===== src/rtl/mul_pkg.sv =====
`default_nettype none
// ============================================================================
//  Module      : mul_pkg
//  Description : Shared definitions for the sequential digit multiplier.
//                Provides the controller state encoding, the digit width,
//                and a helper that selects one 4-bit digit from an operand.
//  Revision    : 1.0  initial release
// ============================================================================
package mul_pkg;

    // Width of one operand digit fed to the shared 4x4 multiplier.
    localparam int DIG  = 4;
    // Widest operand the digit selector supports (four digits).
    localparam int MAXW = 16;

    // Controller state encoding with an explicit 2-bit width.
    typedef logic [1:0] state_t;
    localparam state_t IDLE = 2'd0;
    localparam state_t CALC = 2'd1;
    localparam state_t DONE = 2'd2;

    // Returns digit number idx (0 = least significant) of a zero-extended operand.
    function automatic logic [DIG-1:0] dig_sel(input logic [MAXW-1:0] v,
                                               input logic [1:0]      idx);
        return v[{idx, 2'b00} +: DIG];
    endfunction

endpackage : mul_pkg
`default_nettype wire


===== src/rtl/mul.sv =====
`default_nettype none
// ============================================================================
//  Module      : mul
//  Description : Combinational 4x4 unsigned array multiplier.
//  Ports       : a  [3:0] in   multiplicand digit
//                b  [3:0] in   multiplier digit
//                p  [7:0] out  product a*b
//  Revision    : 1.0  initial release
// ============================================================================
module mul (
    input  logic [3:0] a,
    input  logic [3:0] b,
    output logic [7:0] p
);

    logic [7:0] w_pp [4];

    // One shifted partial product per multiplier bit.
    for (genvar g = 0; g < 4; g++) begin : g_pp
        assign w_pp[g] = b[g] ? ({4'b0000, a} << g) : 8'd0;
    end

    // 15*15 = 225 fits in 8 bits, so the truncating sum is exact.
    assign p = w_pp[0] + w_pp[1] + w_pp[2] + w_pp[3];

endmodule : mul
`default_nettype wire


===== src/rtl/mul_seq_ctrl.sv =====
`default_nettype none
// ============================================================================
//  Module      : mul_seq_ctrl
//  Description : Sequential WxW unsigned multiplier. Issues one 4-bit digit
//                pair per clock to a shared 4x4 multiplier and accumulates
//                the shifted partial products into a 2W-bit result.
//                Valid/ready on both the operand and the product side.
//  Ports       : clk        in   clock, rising edge
//                rst_n      in   asynchronous active-low reset
//                in_valid   in   operand pair valid
//                in_ready   out  operand pair can be accepted
//                in_a,in_b  in   W-bit unsigned operands
//                abort      in   synchronous cancel of the current operation
//                out_valid  out  product valid
//                out_ready  in   consumer accepts the product
//                out_p      out  2W-bit product (0 while out_valid is low)
//                busy       out  controller is not idle
//  Revision    : 1.0  initial release
// ============================================================================
module mul_seq_ctrl
    import mul_pkg::*;
#(
    parameter int W = 8
) (
    input  logic             clk,
    input  logic             rst_n,
    input  logic             in_valid,
    output logic             in_ready,
    input  logic [W-1:0]     in_a,
    input  logic [W-1:0]     in_b,
    input  logic             abort,
    output logic             out_valid,
    input  logic             out_ready,
    output logic [2*W-1:0]   out_p,
    output logic             busy
);

    localparam int c_D     = W / DIG;
    localparam int c_NSTEP = c_D * c_D;
    localparam int c_KW    = (c_NSTEP > 1) ? $clog2(c_NSTEP) : 1;
    localparam logic [c_KW-1:0] c_DK   = c_KW'(c_D);
    localparam logic [c_KW-1:0] c_KMAX = c_KW'(c_NSTEP - 1);

    state_t            r_state;
    state_t            w_next;
    logic [W-1:0]      r_a;
    logic [W-1:0]      r_b;
    logic [2*W-1:0]    r_acc;
    logic [c_KW-1:0]   r_k;

    logic [c_KW-1:0]   w_i;
    logic [c_KW-1:0]   w_j;
    logic [3:0]        w_da;
    logic [3:0]        w_db;
    logic [7:0]        w_prod;
    logic [2:0]        w_sum;
    logic [4:0]        w_sh;
    logic [2*W-1:0]    w_term;
    logic              w_last;
    logic              w_accept;

    // Single step counter: i (a digit) runs fastest, j (b digit) slowest.
    assign w_i    = r_k % c_DK;
    assign w_j    = r_k / c_DK;
    assign w_last = (r_k == c_KMAX);

    assign w_da = dig_sel(MAXW'(r_a), 2'(w_i));
    assign w_db = dig_sel(MAXW'(r_b), 2'(w_j));

    mul u_mul (
        .a (w_da),
        .b (w_db),
        .p (w_prod)
    );

    // Digit product weight is 16^(i+j).
    assign w_sum  = 3'(w_i) + 3'(w_j);
    assign w_sh   = {w_sum, 2'b00};
    assign w_term = (2*W)'(w_prod) << w_sh;

    assign in_ready  = (r_state == IDLE) && !abort;
    assign w_accept  = in_valid && in_ready;
    assign out_valid = (r_state == DONE);
    assign out_p     = out_valid ? r_acc : '0;
    assign busy      = (r_state != IDLE);

    always_comb begin
        w_next = r_state;
        case (r_state)
            IDLE: if (w_accept) w_next = CALC;
            CALC: begin
                if (abort)       w_next = IDLE;
                else if (w_last) w_next = DONE;
            end
            DONE: begin
                if (abort || out_ready) w_next = IDLE;
            end
            default: w_next = IDLE;
        endcase
    end

    always_ff @(posedge clk or negedge rst_n) begin
        if (!rst_n) r_state <= IDLE;
        else        r_state <= w_next;
    end

    always_ff @(posedge clk or negedge rst_n) begin
        if (!rst_n) begin
            r_a   <= '0;
            r_b   <= '0;
            r_acc <= '0;
            r_k   <= '0;
        end else begin
            case (r_state)
                IDLE: begin
                    if (w_accept) begin
                        r_a   <= in_a;
                        r_b   <= in_b;
                        r_acc <= '0;
                        r_k   <= '0;
                    end
                end
                CALC: begin
                    if (abort) begin
                        r_acc <= '0;
                        r_k   <= '0;
                    end else begin
                        r_acc <= r_acc + w_term;
                        r_k   <= w_last ? '0 : r_k + 1'b1;
                    end
                end
                DONE: begin
                    // Leaving DONE for any reason clears the result.
                    if (abort || out_ready) r_acc <= '0;
                end
                default: begin
                    r_acc <= '0;
                    r_k   <= '0;
                end
            endcase
        end
    end

endmodule : mul_seq_ctrl
`default_nettype wire

===== config.mk =====
export PLATFORM = sky130hd
export DESIGN_NAME = mul_seq_ctrl
export DESIGN_NICKNAME = d
export VERILOG_FILES = /design/src/rtl/mul_pkg.sv /design/src/rtl/mul.sv /design/src/rtl/mul_seq_ctrl.sv
export SDC_FILE = /design/constraint.sdc
export NUM_CORES = 1
export LEC_CHECK = 0
export CAP_MARGIN = 30
export CORE_UTILIZATION = 59
export DETAILED_ROUTE_END_ITERATION = 16
export PLACE_DENSITY = 0.92
export RECOVER_POWER = 100
export SYNTH_ARGS = -nofsm -noshare
export SYNTH_HDL_FRONTEND = slang
export SYNTH_SLANG_ARGS = --single-unit

===== constraint.sdc =====
create_clock -name clk -period 12.55 [get_ports clk]
set_clock_uncertainty 0.1 [all_clocks]
set_input_delay 1.8825 -clock clk [delete_from_list [all_inputs] [get_ports clk]]
set_output_delay 1.8825 -clock clk [all_outputs]
set_load 0.005 [all_outputs]

Yosys cells after proc, flatten, opt, wreduce, memory -nomap -nowiden
Index checks and enable logic that the tools add are counted.
{ "word_totals": {"regBits": 36, "latchBits": 0, "ram_bits": 0, "romBits": 0, "in_bits": 21, "out_inout_bits": 19, "elab_cells": 49, "memories": 0} }
{ "classes": {"n_addsub": 6, "n_mul": 0, "n_div": 0, "order_cmp": 0, "n_eq_ne": 6, "n_shift": 3, "n_mux": 18, "bitwise": 1, "n_reduce_logical": 10} }
{ "ops": {"columns": ["op", "n"], "rows": [
  ["$mux 16", 4],
  ["$pmux 16 s3", 1],
  ["$shiftx 16x4->4", 2],
  ["$add 16x16->16", 1],
  ["$shl 8x4->16", 1],
  ["$mux 2", 7],
  ["$pmux 2 s3", 2],
  ["$add 8x6->8", 1],
  ["$add 8x7->8", 1],
  ["$add 8x8->8", 1],
  ["$mux 7", 1],
  ["$mux 6", 1],
  ["$reduce_and 2->1", 3],
  ["$mux 5", 1],
  ["$eq 2x2->1 const B", 2],
  ["$mux 4", 1],
  ["$ne 3x3->1 const B", 1],
  ["$reduce_and 3->1", 1],
  ["$add 1x1->2", 1],
  ["$add 2x1->2 const B", 1],
  ["$eq 2x1->1 const B", 1],
  ["$logic_and 1x1->1", 2],
  ["$logic_not 2->1", 1],
  ["$ne 2x1->1 const B", 1],
  ["5 further kinds", 5]
]} }

Longest topological paths before layout
Gate-level depths: netlist of the first run.
{ "logic_depth": {"word_depth": 9, "depth_mapped": 22, "depth_no_buf": 21} }

By module
A second synthesis of the first run with hierarchy kept.
{ "hier_totals": {"hier_cells": 298, "area_unflattened_um2": 2870.3} }
{ "by_module_without_submodules": {"columns": ["mod", "n_inst", "cells_per_inst", "area_per_inst_um2", "seq_area_each_um2"], "rows": [
  ["mul_seq_ctrl", 1, 256, 2484.9, 900.9],
  ["mul", 1, 42, 385.4, 0.0]
]} }

Least setup slack after synthesis of the first run
OpenSTA, ideal clock, no wires.
{ "synth_timing": {"path_kind": "reg-to-reg", "startpoint": "reg r_k[1]", "endpoint": "reg r_acc[15]", "setup_time_ns": 0.083, "arrival_time_ns": 4.575, "required_ns": 12.367, "setup_slack_ns": 7.793, "path_stages_with_launch": 22, "path_buffers": 1, "period_less_slack_ns": 4.757, "cell_sequence": "dfrtp_1 clkbuf_1 mux2i_1 nor2_1 fa_1 inv_1 fa_1 inv_1 ha_1 fa_1 xnor2_1 nand2_1 o21ai_0 nor2_1 ha_1 o21a_1 o211ai_1 a21oi_2 o32ai_2 xnor2_1 or3_1 o21ai_0"} }
{ "synth_via": {"elab_chain_len": 9, "elab_cells_between_ends": 13, "cone_classes": "add/sub: 5; shift: 2; mux: 6"} }
{ "synth_rtl": {"columns": ["item", "line_no", "text"], "rows": [
  ["from (decl)", "mul_seq_ctrl.sv:49", "logic [c_KW-1:0] r_k;"],
  ["from (signal assigned)", "mul_seq_ctrl.sv:129", "r_k <= w_last ? '0 : r_k + 1'b1;"],
  ["$shiftx 16x4->4", "mul_pkg.sv:25", "return v[{idx, 2'b00} +: DIG];"],
  ["$mux 4 or $mux 5 (tied branches)", "mul.sv:20", "assign w_pp[g] = b[g] ? ({4'b0000, a} << g) : 8'd0;"],
  ["$add 8x8->8", "mul.sv:24", "assign p = w_pp[0] + w_pp[1] + w_pp[2] + w_pp[3];"],
  ["$add 8x6->8", "mul.sv:24", null],
  ["$add 8x7->8", "mul.sv:24", null],
  ["$shl 8x4->16 *", "mul_seq_ctrl.sv:79", "assign w_term = (2*W)'(w_prod) << w_sh;"],
  ["$add 16x16->16 *", "mul_seq_ctrl.sv:128", "r_acc <= r_acc + w_term;"],
  ["$mux 16 *", "mul_seq_ctrl.sv:124", "if (abort) begin"],
  ["$pmux 16 s3 *", "mul_seq_ctrl.sv:114", "case (r_state)"],
  ["to (signal assigned)", "mul_seq_ctrl.sv:128", null],
  ["to (decl)", "mul_seq_ctrl.sv:48", "logic [2*W-1:0] r_acc;"]
]} }
Every way passes the cells marked *; elsewhere a longest branch is shown, timed or not.
A chain may end at the register's enable or synchronous reset.

Worst setup path in the final report of the first run
{ "layout_timing": {"startpoint": "reg r_k[0]", "endpoint": "reg r_acc[12]"} }
Same word-level chain as after synthesis.

==> out/results.ini, run 1 <==
[placed_design]
place.gp.congestion=0.888
io_buffer_count=39
pre_cts_slack_ns=7.39
place_inst=386
dp_hpwl_mm=4.66

[finish]
instances_no_fill=394
layout-drive-gt1-share_pct=9.36
antenna_cells=0
final_core_util_pct=74.3
multiInputGateArea_um2=1790
synthToLayoutAreaGrowth_pct=18.1
nNetsFinal=394
num-fill-cells=328
seq_area_um2=901

[setup_path]
worst-path-max-fanout=7
worstSetupPathType=flop to flop
critPathArrivalTime_ns=5.66
end_kind=flop
critPathLaunchType=flop
worstPathRequired_ns=12.61

[power_and_ir_drop]
finalPower_uw=664
leakage_uw=0.00146
ir_drop_mv=0.0913
pwr_density_cell_nw_per_um2=201

[timing]
hold_violations=0
post-route-period-util_pct=44.6
tightestPinTransition_ns=1.94
max_freq_mhz=179
period_needed_ns=5.60
rsz0062_at_grt=no
postLayoutSetupSlackWorst_ns=6.95
fin_tns_setup_ns=0
maxSlewHeadroom_pct=-29.3
slew_viol_final=37
setup_viol=0

[floorplanning]
start_util_pct=63.0
core_um2=4440
core.rowCount=24
ioPinCount=40
die_w_um=70.9
die_y_um=70.9
fp.dieArea_um2=5020

[outcome]
outcome=complete, but fails checks
violations=max-capacitance violations, max-slew violations

[clock_network]
cts_resized=0
root_buffer=clkbuf_8
clock-sinks=36
ctsHtreeMaxLevel=2
cts_buffers=5
cts_buffer_depth=2
clkLatencyLatePin_ns=0.29
cts_tree=done
post_cts_buffers=0
ctsHoldBuffers=0
clkTransAtPathRegs_ns=0.07

[logic_synthesis]
synth_top_area_cell=dfrtp_1
netlist_area_um2=2800
synth_seq_cells=36
synth_edf_count=0
syn_avg_cell_area_um2=9.26
synth_top_area_share_pct=32.2
synth_fp_nets=355
yosys_warnings=0
yosysUniqueCellTypes=42
yosysSeqAreaShare_pct=32.2
synth_ff_type=dfrtp_1
synthArstFlopShare_pct=100
postSynthCellCount=302
synthTopCellsByArea=dfrtp_1 32%, ha_1 12%, mux2_2 6.4%

[flow_run]
max-cap-violations=1

[global_route]
grt_usage_pct=26.4
grt_first_pass_wirelength_mm=10.4
busiest_layer=met2
use_met1_pct=34.0
grt_pass1_vias=2268
grt_max_degree=37
grt_overflow_total=0
grt_antenna_before_repair=0
grt_use_met3_pct=4.56
met2_usage_pct=45.8

[drt]
drt-initial-drc-count=124
routed_wirelength_mm=6.24
routed_via_density=6.02
firstDrtPassIters=10
wire_per_inst_um=15.8
num_vias=2370
drc_errors=0
ant_nets=0

[min_path]
worstHoldPathType=flop to flop

## registers in the layout, indices dropped and copies added (netlist names)
| signal | count |
|---|---|
| r_acc | 16 |
| r_a | 8 |
| r_b | 8 |
| r_k | 2 |
| r_state | 2 |
## critical path, cell delays in order, from the launching register on
cell      delay [ns]
dfrtp_1         0.55
mux2i_1         0.44
nor2_1          0.13
fa_1            0.57
inv_1           0.07
fa_1            0.54
inv_1           0.05
ha_1            0.22
fa_1            0.46
a21oi_1         0.25
nor2_1          0.08
ha_1            0.33
o21ai_0         0.09
nor2_1          0.08
o21a_1          0.19
o41ai_1         0.77
o211ai_1        0.27
xnor2_1         0.19
o21ai_0         0.09
## path summary, 6_finish.rpt
kind / depth (start not counted) / start / slack, ns / endpoint
setup / recovery: 18 / r_k[0]$_DFFE_PN0P_ / 6.95 / r_acc[12]$_DFFE_PN0P_
hold / removal: 1 / r_a[0]$_DFFE_PN0P_ / 0.41 / r_a[0]$_DFFE_PN0P_
setup reg to reg: 18 / r_k[0]$_DFFE_PN0P_ / 6.95 / r_acc[12]$_DFFE_PN0P_
hold reg to reg: 1 / r_a[0]$_DFFE_PN0P_ / 0.41 / r_a[0]$_DFFE_PN0P_
max in group asynchronous: 2 / rst_n / 8.67 / r_b[4]$_DFFE_PN0P_
min in group asynchronous: 2 / rst_n / 2.57 / r_acc[14]$_DFFE_PN0P_
## through the flow
step | area [µm²] | hold slack [ns]
3_5_place_dp | 3230 | 0.395
2_1_floorplan | 2800 | 0.369
3_3_place_gp | 3220 | 0.390
6_report | 3300 | 0.412
5_1_grt | 3300 | 0.431
4_1_cts | 3340 | 0.412
## synth_stat cells, types with 4 or more instances
| library cell | n |
|---|---|
| dfrtp_1 | 36 |
| nor2_1 | 29 |
| ha_1 | 26 |
| o21ai_0 | 26 |
| nand2_1 | 25 |
| a21oi_1 | 21 |
| and2_1 | 21 |
| mux2_2 | 16 |
| xnor2_1 | 11 |
| inv_1 | 10 |
| mux2i_1 | 8 |
| fa_1 | 6 |
| or2_2 | 6 |
| a21o_1 | 5 |
| clkbuf_1 | 5 |
| xor2_1 | 5 |
| nand2b_1 | 4 |
## layout by cell type, fill, tap and decap left out, types with 2 or more instances in the layout
cell / count
nand4_1: 2
inv_1: 10
o211ai_1: 3
or2_2: 6
mux2_2: 16
clkbuf_8: 5
and2_0: 15
nand2_1: 25
o21bai_1: 2
a211oi_1: 2
xor2_1: 5
xnor2_1: 11
nor2_1: 29
a22o_1: 3
o21a_1: 3
o41ai_1: 2
dlygate4sd3_1: 9
ha_1: 26
nand3_1: 2
o21ai_0: 26
dfrtp_1: 36
and2_1: 6
a21oi_1: 21
clkdlybuf4s50_1: 30
clkbuf_1: 3
or3_1: 2
fa_1: 6
mux2i_1: 8
nand2b_1: 4
nor3_1: 3
o22ai_1: 2
a21o_1: 5
o31ai_1: 3
## kinds of logic (layout without fill, tap and decap cells)
| kind of cell | count (synthesis) | count (layout) | synth area share [%] |
|---|---|---|---|
| mux | 24 | 24 | 9.30 |
| xor+xnor | 16 | 16 | 5.01 |
| fa+ha+maj | 32 | 32 | 15.9 |
| flops | 36 | 36 | 32.2 |
| buf+inv | 19 | 59 | 2.68 |
| simple gates | 98 | 98 | 16.9 |
| compound gates | 77 | 77 | 18.0 |
## area by class of cell
| type | count | share of cell area, % |
|---|---|---|
| Multi-Input combinational cell | 247 | 54.3 |
| Inverter | 10 | 1.14 |
| Clock inverter | 2 | 1.06 |
| Timing Repair Buffer | 41 | 12.0 |
| Tap cell | 52 | 1.97 |
| Sequential cell | 36 | 27.3 |
| Clock buffer | 6 | 2.20 |
## report_power, final
part	leakage (µW)	total (µW)	internal (µW)	switching, µW
Clock	0.0000552	101	58.9	42.4
Combinational	0.000944	396	173	224
Sequential	0.000461	167	143	23.1
Total	0.00146	664	375	289
## layer usage
layer / up-vias / routed length, µm
met5: - / 0
met4: 0 / 89
met3: 10 / 336
met2: 80 / 3090
met1: 1143 / 2720
li1: 1137 / -
(Power assumes the default switching activity.)
==> inputs of run 2 (changes only) <==
Settings changed: CORE_UTILIZATION 59 to 55, PLACE_DENSITY 0.92 to 0.87.
Clock period 12.55 ns to 5.25 ns, I/O delays scaled along.
==> out/results.ini, run 2 (synthesized netlist as in run 1, its figures left out) <==
[global_route]
grt_pass1_vias=2221  ; was 2,268
grt_max_degree=37  ; unchanged
grt_first_pass_wirelength_mm=10.4  ; about the same
grt_usage_pct=25.3  ; was 26.4%
grt_antenna_before_repair=0  ; unchanged
grt_overflow_total=0  ; unchanged

[timing]
setup_viol=0  ; unchanged
period_needed_ns=5.03  ; was 5.60 ns
hold_violations=0  ; unchanged
post-route-period-util_pct=95.8  ; was 44.6%
max_freq_mhz=199  ; was 179 MHz
tightestPinTransition_ns=1.91  ; was 1.94 ns
slew_viol_final=37  ; unchanged
maxSlewHeadroom_pct=-27.3  ; was -29.3%

[clock_network]
clkLatencyLatePin_ns=0.29  ; about the same
root_buffer=clkbuf_8  ; unchanged
cts_buffer_depth=2  ; unchanged
ctsHtreeMaxLevel=2  ; unchanged
cts_tree=done  ; unchanged
clkTransAtPathRegs_ns=0.08  ; was 0.07 ns
post_cts_buffers=0  ; unchanged
clock-sinks=36  ; unchanged
cts_buffers=5  ; unchanged

[floorplanning]
start_util_pct=58.1  ; was 63.0%
fp.dieArea_um2=5380  ; was 5020 µm²
core.rowCount=25  ; was 24
ioPinCount=40  ; unchanged
die_y_um=73.3  ; was 70.9 µm
die_w_um=73.3  ; was 70.9 µm
core_um2=4820  ; was 4440 µm²

[outcome]
violations=max-capacitance violations, max-slew violations  ; unchanged
outcome=complete, but fails checks  ; unchanged

[drt]
ant_nets=0  ; unchanged
drc_errors=0  ; unchanged
wire_per_inst_um=15.0  ; was 15.8 µm
routed_via_density=5.67  ; was 6.02
firstDrtPassIters=4  ; was 10
drt-initial-drc-count=148  ; was 124
num_vias=2319  ; was 2,370
routed_wirelength_mm=6.14  ; was 6.24 mm

[finish]
largest_reg_flops=16  ; unchanged
nNetsFinal=394  ; unchanged
fin_area_um2=3380  ; was 3300 µm²
reg.largest.list=r_acc: 16 flops, r_a: 8 flops, r_b: 8 flops  ; unchanged
layout-drive-gt1-share_pct=12.9  ; was 9.36%
layout_common_cells=34 x dfrtp_1, 30 x clkdlybuf4s50_1, 29 x nor2_1  ; was 36 x dfrtp_1, 30 x clkdlybuf4s50_1, 29 x nor2_1
num-fill-cells=379  ; was 328
synthToLayoutAreaGrowth_pct=20.7  ; was 18.1%
instances_no_fill=409  ; was 394
final_common_cell=dfrtp_1  ; unchanged
top_register=r_acc  ; unchanged
antenna_cells=0  ; unchanged

[power_and_ir_drop]
leakage_uw=0.00148  ; was 0.00146 µW
pwr_density_cell_nw_per_um2=470  ; was 201 nW/µm²
finalPower_uw=1590  ; was 664 µW
ir_drop_mv=0.208  ; was 0.0913 mV

[placed_design]
dp_hpwl_mm=4.47  ; was 4.66 mm
place.gp.congestion=0.939  ; was 0.888
place_inst=401  ; was 386
place_area_um2=3250  ; was 3230 µm²
io_buffer_count=39  ; unchanged

[setup_path]
worstPathRequired_ns=5.31  ; was 12.61 ns
critPathLaunchType=flop  ; unchanged
worstSetupPathType=flop to flop  ; unchanged
worst-path-max-fanout=6  ; was 7
end_kind=flop  ; unchanged
critPathArrivalTime_ns=5.08  ; was 5.66 ns

[flow_run]
max-cap-violations=1  ; unchanged

[min_path]
worstHoldPathType=flop to flop  ; unchanged

-- run 2: cell count changes in the layout (fill, tap and decap cells not counted), sizes merged --
| cell | delta |
|---|---|
| clkinvlp | +1 |
| clkinv | -1 |
| bufinv | -1 |
| buf | +1 |
-- run 2: stage by stage --
stage | hold WS (ns) | setup slack (ns) | utilization, % | setup TNS (ns)
after floorplan | 0.369 | 0.493 | - | 0
after global placement | 0.385 | 0.362 | 67.3 | 0
after detailed placement | 0.394 | 0.190 | 67.5 | 0
after CTS | 0.411 | 0.0898 | 69.4 | 0
after global routing | 0.445 | -0.0199 | 70.1 | -0.0199
final | 0.416 | 0.222 | 70.1 | 0
-- run 2: power breakdown --
group / total, µW / leakage [µW] / switching (µW) / internal [µW]
combinational: 968 / 0.000977 / 541 / 427
sequential: 408 / 0.000458 / 64.4 / 344
clock: 210 / 0.0000445 / 103 / 107
total: 1590 / 0.00148 / 709 / 877
-- run 2: cell type report --
cell class	count	area, µm²	area share, %
Clock inverter	1	7.51	0.222
Sequential cell	36	903	26.8
Inverter	10	37.5	1.11
Clock buffer	7	86.3	2.56
Multi-Input combinational cell	247	1860	55.0
Tap cell	67	83.8	2.48
Timing Repair Buffer	41	402	11.9
-- run 2: worst paths after layout --
check	cells after the start	slack (ns)	to	from
worst max-delay path	18	0.22	r_acc[12]$_DFFE_PN0P_	r_k[1]$_DFFE_PN0P_
worst min-delay path	2	0.42	r_acc[13]$_DFFE_PN0P_	r_acc[13]$_DFFE_PN0P_
worst max register to register	18	0.22	r_acc[12]$_DFFE_PN0P_	r_k[1]$_DFFE_PN0P_
worst min register to register	2	0.42	r_acc[13]$_DFFE_PN0P_	r_acc[13]$_DFFE_PN0P_
max in group asynchronous	2	2.34	r_k[0]$_DFFE_PN0P_	rst_n
min in group asynchronous	2	1.45	r_acc[6]$_DFFE_PN0P_	rst_n
-- run 2: timing repair --
item                                    CTS  global route
endpoints found under the setup margin    0             7
resized for setup                         0            12
hold buffers                              0             0
-- run 2: worst max-delay path, cell delays in order (launching register included) --
cell	delay, ns
dfrtp_2	0.47
mux2i_2	0.33
nor2_1	0.11
fa_1	0.54
inv_1	0.05
fa_1	0.52
inv_1	0.04
ha_1	0.21
fa_1	0.46
a21oi_1	0.25
nor2_1	0.09
ha_1	0.35
o21ai_0	0.09
nor2_1	0.09
o21a_1	0.21
o41ai_2	0.47
o211ai_1	0.21
xnor2_1	0.17
o21ai_0	0.09
-- run 2: metal layers --
layer	GRT usage (%)	vias up	wire [µm]	share of wire, %
li1	-	1136	-	-
met1	34.8	1101	2820	46
met2	40.8	71	2930	48
met3	4.66	11	290	4.7
met4	7.48	0	98	1.6
met5	0	-	0	0
